File: src/rtl/rst_stall_ctrl_pkg.sv
// Shared types and default parameters for the reset/stall controller.
package rst_stall_ctrl_pkg;

  typedef enum logic [1:0] {
    ST_HOLD    = 2'd0,
    ST_RELEASE = 2'd1,
    ST_RUN     = 2'd2
  } state_e;

  localparam int DEF_CNT_W     = 5;
  localparam int DEF_N_DOM     = 2;
  localparam int DEF_STAGE_GAP = 4;
  localparam int DEF_N_STALL   = 2;
  localparam int DEF_TO_W      = 6;

  // Relative RELEASE cycle on which the last domain comes out of reset.
  function automatic int rel_last(input int n_dom, input int gap);
    return (n_dom - 1) * gap;
  endfunction

endpackage

File: src/rtl/rst_stall_ctrl_reset_sync.sv
// Reset synchroniser: asserts asynchronously, deasserts after two clock edges.
module rst_stall_ctrl_reset_sync (
  input  logic clk,
  input  logic arst_n,
  output logic rst_sync_n
);

  logic meta_q;
  logic sync_q;

  // Two-flop chain; both flops clear immediately on arst_n low.
  always_ff @(posedge clk or negedge arst_n) begin
    if (!arst_n) begin
      meta_q <= 1'b0;
      sync_q <= 1'b0;
    end else begin
      meta_q <= 1'b1;
      sync_q <= meta_q;
    end
  end

  assign rst_sync_n = sync_q;

endmodule

File: src/rtl/rst_stall_ctrl.sv
// Power-on reset sequencer with staged domain release and a clock-stall
// arbiter guarded by a sticky watchdog.
//
// state   | meaning
// --------+-------------------------------------------------------------
// HOLD    | all domains in reset, hold counter runs to terminal count
// RELEASE | domains leave reset one by one, STAGE_GAP cycles apart
// RUN     | sequence done; stall requests gate the processor clock
module rst_stall_ctrl
  import rst_stall_ctrl_pkg::*;
#(
  parameter int CNT_W     = DEF_CNT_W,
  parameter int N_DOM     = DEF_N_DOM,
  parameter int STAGE_GAP = DEF_STAGE_GAP,
  parameter int N_STALL   = DEF_N_STALL,
  parameter int TO_W      = DEF_TO_W
) (
  input  logic               clk_i,
  input  logic               reset_n_i,
  input  logic               soft_rst_i,
  input  logic [N_STALL-1:0] stall_req_i,
  output logic [N_DOM-1:0]   dom_rst_n_o,
  output logic               clk_en_o,
  output logic [N_STALL-1:0] stall_ack_o,
  output logic               ready_o,
  output logic               stall_timeout_o,
  output logic [1:0]         state_o
);

  localparam int REL_LAST = rel_last(N_DOM, STAGE_GAP);
  localparam int REL_W    = $clog2(REL_LAST + 2);

  localparam logic [CNT_W-1:0] HOLD_TC = '1;
  localparam logic [TO_W-1:0]  WD_MAX  = '1;
  localparam logic [REL_W-1:0] REL_TC  = REL_W'(REL_LAST);

  logic               rst_sync_n;
  state_e             state_q, state_d;
  logic [CNT_W-1:0]   hold_cnt_q, hold_cnt_d;
  logic [REL_W-1:0]   rel_cnt_q, rel_cnt_d;
  logic [TO_W-1:0]    wd_q, wd_d;
  logic               to_q, to_d;
  logic [N_DOM-1:0]   dom_q, dom_d;
  logic               clk_en_q, clk_en_d;
  logic [N_STALL-1:0] ack_q, ack_d;
  logic               any_stall;
  logic               in_run;

  rst_stall_ctrl_reset_sync u_reset_sync (
    .clk        (clk_i),
    .arst_n     (reset_n_i),
    .rst_sync_n (rst_sync_n)
  );

  assign any_stall = |stall_req_i;
  assign in_run    = (state_q == ST_RUN);

  // Sequencer: hold count, staged release, then park in RUN until soft reset.
  always_comb begin
    state_d    = state_q;
    hold_cnt_d = hold_cnt_q;
    rel_cnt_d  = rel_cnt_q;
    if (soft_rst_i) begin
      state_d    = ST_HOLD;
      hold_cnt_d = '0;
      rel_cnt_d  = '0;
    end else begin
      case (state_q)
        ST_RELEASE: begin
          if (rel_cnt_q == REL_TC) begin
            state_d   = ST_RUN;
            rel_cnt_d = '0;
          end else begin
            rel_cnt_d = rel_cnt_q + 1'b1;
          end
        end
        ST_RUN: begin
          state_d = ST_RUN;
        end
        default: begin
          // The unused encoding behaves exactly like HOLD.
          state_d = ST_HOLD;
          if (hold_cnt_q == HOLD_TC) begin
            state_d    = ST_RELEASE;
            hold_cnt_d = '0;
            rel_cnt_d  = '0;
          end else begin
            hold_cnt_d = hold_cnt_q + 1'b1;
          end
        end
      endcase
    end
  end

  // Watchdog, stall grant and clock enable; a fresh timeout suppresses grants
  // on the same edge it sets, so ack never overlaps the flag.
  always_comb begin
    wd_d     = '0;
    to_d     = 1'b0;
    ack_d    = '0;
    clk_en_d = 1'b1;
    if (!soft_rst_i) begin
      to_d = to_q | (wd_q == WD_MAX);
      if (in_run && any_stall) begin
        wd_d = (wd_q == WD_MAX) ? wd_q : wd_q + 1'b1;
      end
      if (in_run && !to_d) begin
        ack_d    = stall_req_i;
        clk_en_d = ~any_stall;
      end
    end
  end

  // Domain resets follow the upcoming state and release offset.
  always_comb begin
    dom_d = '0;
    case (state_d)
      ST_RUN: dom_d = '1;
      ST_RELEASE: begin
        for (int k = 0; k < N_DOM; k++) begin
          dom_d[k] = (rel_cnt_d >= REL_W'(k * STAGE_GAP));
        end
      end
      default: dom_d = '0;
    endcase
  end

  // State and output registers, cleared asynchronously by the synchronised reset.
  always_ff @(posedge clk_i or negedge rst_sync_n) begin
    if (!rst_sync_n) begin
      state_q    <= ST_HOLD;
      hold_cnt_q <= '0;
      rel_cnt_q  <= '0;
      wd_q       <= '0;
      to_q       <= 1'b0;
      dom_q      <= '0;
      clk_en_q   <= 1'b0;
      ack_q      <= '0;
    end else begin
      state_q    <= state_d;
      hold_cnt_q <= hold_cnt_d;
      rel_cnt_q  <= rel_cnt_d;
      wd_q       <= wd_d;
      to_q       <= to_d;
      dom_q      <= dom_d;
      clk_en_q   <= clk_en_d;
      ack_q      <= ack_d;
    end
  end

  assign dom_rst_n_o     = dom_q;
  assign clk_en_o        = clk_en_q;
  assign stall_ack_o     = ack_q;
  assign ready_o         = (state_q == ST_RUN);
  assign stall_timeout_o = to_q;
  assign state_o         = state_q;

endmodule

File: config.mk
export PLATFORM = sky130hd
export DESIGN_NAME = rst_stall_ctrl
export DESIGN_NICKNAME = d
export VERILOG_FILES = /design/src/rtl/rst_stall_ctrl_pkg.sv /design/src/rtl/rst_stall_ctrl_reset_sync.sv /design/src/rtl/rst_stall_ctrl.sv
export SDC_FILE = /design/constraint.sdc
export NUM_CORES = 1
export LEC_CHECK = 0
export CORE_ASPECT_RATIO = 1.2
export CORE_UTILIZATION = 54
export DETAILED_ROUTE_END_ITERATION = 10
export GPL_ROUTABILITY_DRIVEN = 0
export PLACE_DENSITY_LB_ADDON = 0.3
export SYNTH_ARGS = -nofsm -noshare
export SYNTH_HDL_FRONTEND = slang
export SYNTH_SLANG_ARGS = --single-unit
File: constraint.sdc
create_clock -name clk_i -period 1.1 [get_ports clk_i]
set_input_delay 0.22 -clock clk_i [delete_from_list [all_inputs] [get_ports clk_i]]
set_output_delay 0.22 -clock clk_i [all_outputs]
set_load 0.01 [all_outputs]
==> out/qor.yml <==
outcome: "finished, violations left"
violations: "negative setup slack"
power_w: 0.001718
synth_seq_area_share: 0.4984
fin_ws_ns: -0.6690
final_antenna_net_count: 0
fin_nets: 188
grt_pass1_wl_um: 5678
critical_path.endpoint_type: "register"
avgViaCountPerCell: 6.310
drtPass1Iterations: 4
port_buffers: 13
io_pins: 14
hpwl_um: 1951
num_rows: 18
path_delay_family: "compound AO/OA/AOI/OAI gates"
startpoint: "state_o[1]"
fin_crit_sh: 1.608
yosys_warnings: 0
insertedDiodeCount: 0
rsz0062_at_grt: "yes"
path_cells: "inv_2, ha_2, buf_6, o21a_1, o21a_1, ha_2, nor2_2, a211oi_2"
ys_seq_elements: 24
finalWirelength_um: 4893
critPathRequiredTime_ns: 1.35
hold_slack_ns: 0.03700
grt_max_degree: 23
synthAdderAreaFrac: 0.09346
synth-compound-area-share: 0.1506
clkLatencyLatePin_ns: 0.33
antenna_found_initial: 0
max_freq_ghz: 0.5653
worst-r2r-setup-slack_ns: -0.67
synth-simple-area-share: 0.1828
drc: 0
synth_commonest_cells: "dfrtp_1, ha_1, inv_1"
cts.clk_slew.worst_paths_ns: 0.14
tightest_slew_ns: 0.5161
die_area_um2: 2425
initial_core_util: 0.5815
critPathBufInv: 2
worst_ep_arrival_time_ns: 2.02
final.min_clock_period_ns: 1.769
placeableCoreArea_um2: 2072
root_buffer: "clkbuf_4"
final_util: 0.9638
yosysTopAreaCell: "dfrtp_1"
htreeDepth: 1
place_inst: 182
skew_ns: 0.008610
syn_nets: 124
start_kind: "register"
ir_drop_mv: 1.392
final_hold_viol_count: 0
final_cells: 203
worstPathMaxFanout: 5
synth_top_family_by_area: "simple AND/OR/NAND/NOR gates"
relSlewSlack: 0.6547
criticalPathCategory: "reg2reg"
grt_overflow: 0
cpMaxStageDelayCell: "dfrtp_2"
syn_avg_cell_area_um2: 10.95
slew_viol_final: 0
cts.sinks: 24
max-clock-path-buffers: 2
leakage_nw: 0.9050
drt_iter0_drc: 50
synth_area_leaders: "dfrtp_1, ha_1, mux2i_1"
finalSetupViolCount: 26
reg2reg_depth: 8
synth_mux_area_frac: 0.04258
slowest_delay_ns: 0.48
min_path_type: "in2async"
vias: 1281
yosysTopAreaCellShare: 0.4984
p_per_area_nw_per_um2: 860.5
die_x_um: 45.12
numCtsBuffers: 3
syn_area_um2: 1205
fin_tns_setup_ns: -9.957
synth_cells: 110
worst-path-stages: 8
synthArstFlopShare: 1.000
grt_pass1_vias: 1219
synth_xor_area_frac: 0
area_growth_syn_to_layout_pct: 65.73
yosysUniqueCellTypes: 37
synth_most_common_cell: "dfrtp_1"
chipHeight_um: 53.75
dominantRegCellSynth: "dfrtp_1"
drive_gt1_frac: 0.5780
grtUsageTotal: 0.3428
max_cap_viol_count: 0
cts_tree: "done"
synth_edf_count: 0
routedWlPerCell_um: 24.10
r2r-start: "state_o[1]"
-- timing repair --
item                                    4_1_cts  5_1_grt
endpoints found under the setup margin       31       28
hold endpoints to repair                      0        0
gates cloned                                  0        0
hold buffers                                  0        0
pin swaps                                     4       11
buffers inserted                             12        7
gates resized for setup                      70       19
-- cell usage in the layout (no fill, tap or decap), types with 2 or more instances in the layout --
cell type | netlist | final
a32o_1 | 2 | 2
a21oi_1 | 6 | 3
nand3_1 | 3 | 3
nor2_1 | 7 | 6
buf_4 | 0 | 36
clkbuf_4 | 0 | 3
nor4b_4 | 0 | 2
inv_1 | 8 | 5
buf_6 | 0 | 14
ha_2 | 0 | 4
nand4_1 | 2 | 2
inv_2 | 0 | 3
nand2_2 | 0 | 2
buf_2 | 1 | 6
ha_4 | 0 | 4
o21a_1 | 2 | 2
o21ai_0 | 3 | 2
a211oi_2 | 1 | 3
a21oi_2 | 1 | 4
clkdlybuf4s50_1 | 0 | 4
nand2_1 | 7 | 4
mux2i_1 | 4 | 4
dfrtp_1 | 24 | 23
-- metal layers --
metal | vias to the layer above | share of wire | track usage
li1 | 525 | - | -
met1 | 629 | 0.34 | 0.3486
met2 | 89 | 0.50 | 0.6715
met3 | 38 | 0.073 | 0.04362
met4 | 0 | 0.084 | 0.1616
met5 | - | 0 | 0
-- worst register-to-register path, stage by stage (launching register included) --
cell and delay (ns):
dfrtp_2 0.48, inv_2 0.07, ha_2 0.20, buf_6 0.12, o21a_1 0.20, o21a_1 0.17
ha_2 0.21, nor2_2 0.05, a211oi_2 0.20
-- path summary, 6_finish.rpt --
| path | endpoint |
|---|---|
| worst max-delay path | dom_rst_n_o[1] |
| worst min-delay path | u_reset_sync.meta_q |
| worst max register to register | dom_rst_n_o[1] |
| worst min register to register | clk_en_o |
| max in group asynchronous | state_o[1] |
| min in group clk_i | u_reset_sync.rst_sync_n |
-- per-stage QoR --
| step | worst slack (ns) | area [µm²] |
|---|---|---|
| 2_1_floorplan | -0.5881 | 1242 |
| 3_3_place_gp | -0.5734 | 1630 |
| 3_5_place_dp | -0.6503 | 1630 |
| 4_1_cts | -0.5369 | 1888 |
| 5_1_grt | -0.7813 | 1997 |
| 6_report | -0.6690 | 1997 |
-- cell families (layout without fill, tap and decap cells) --
| logic type | Yosys count | count (layout) |
|---|---|---|
| buf+inv | 9 | 72 |
| other cells | 1 | 1 |
| fa+ha+maj | 9 | 9 |
| compound gates | 24 | 24 |
| flops | 24 | 24 |
| simple gates | 38 | 38 |
| mux | 5 | 5 |
-- power by group --
| part | switching (W) | internal (W) | leakage (nW) |
|---|---|---|---|
| Clock | 0.000285 | 0.000369 | 0.0279 |
| Combinational | 0.0000792 | 0.0000821 | 0.556 |
| Sequential | 0.00000871 | 0.000895 | 0.321 |
| Total | 0.000373 | 0.00135 | 0.905 |
-- state kept, by name (all words and copies together) (netlist names), 2 cells and up --
register     cells
rel_cnt_q        3
hold_cnt_q       5
stall_ack_o      2
state_o          2
dom_rst_n_o      2
wd_q             6
-- area by class of cell --
cell class / count / area [µm²]
Clock buffer: 3 / 22.52
Sequential cell: 24 / 601.8
Timing Repair Buffer: 60 / 498.0
Tap cell: 30 / 37.54
Clock inverter: 1 / 30.03
Multi-Input combinational cell: 77 / 777.0
Inverter: 8 / 30.03
Fill cell: 49 / 75.07
(Power assumes the default switching activity.)
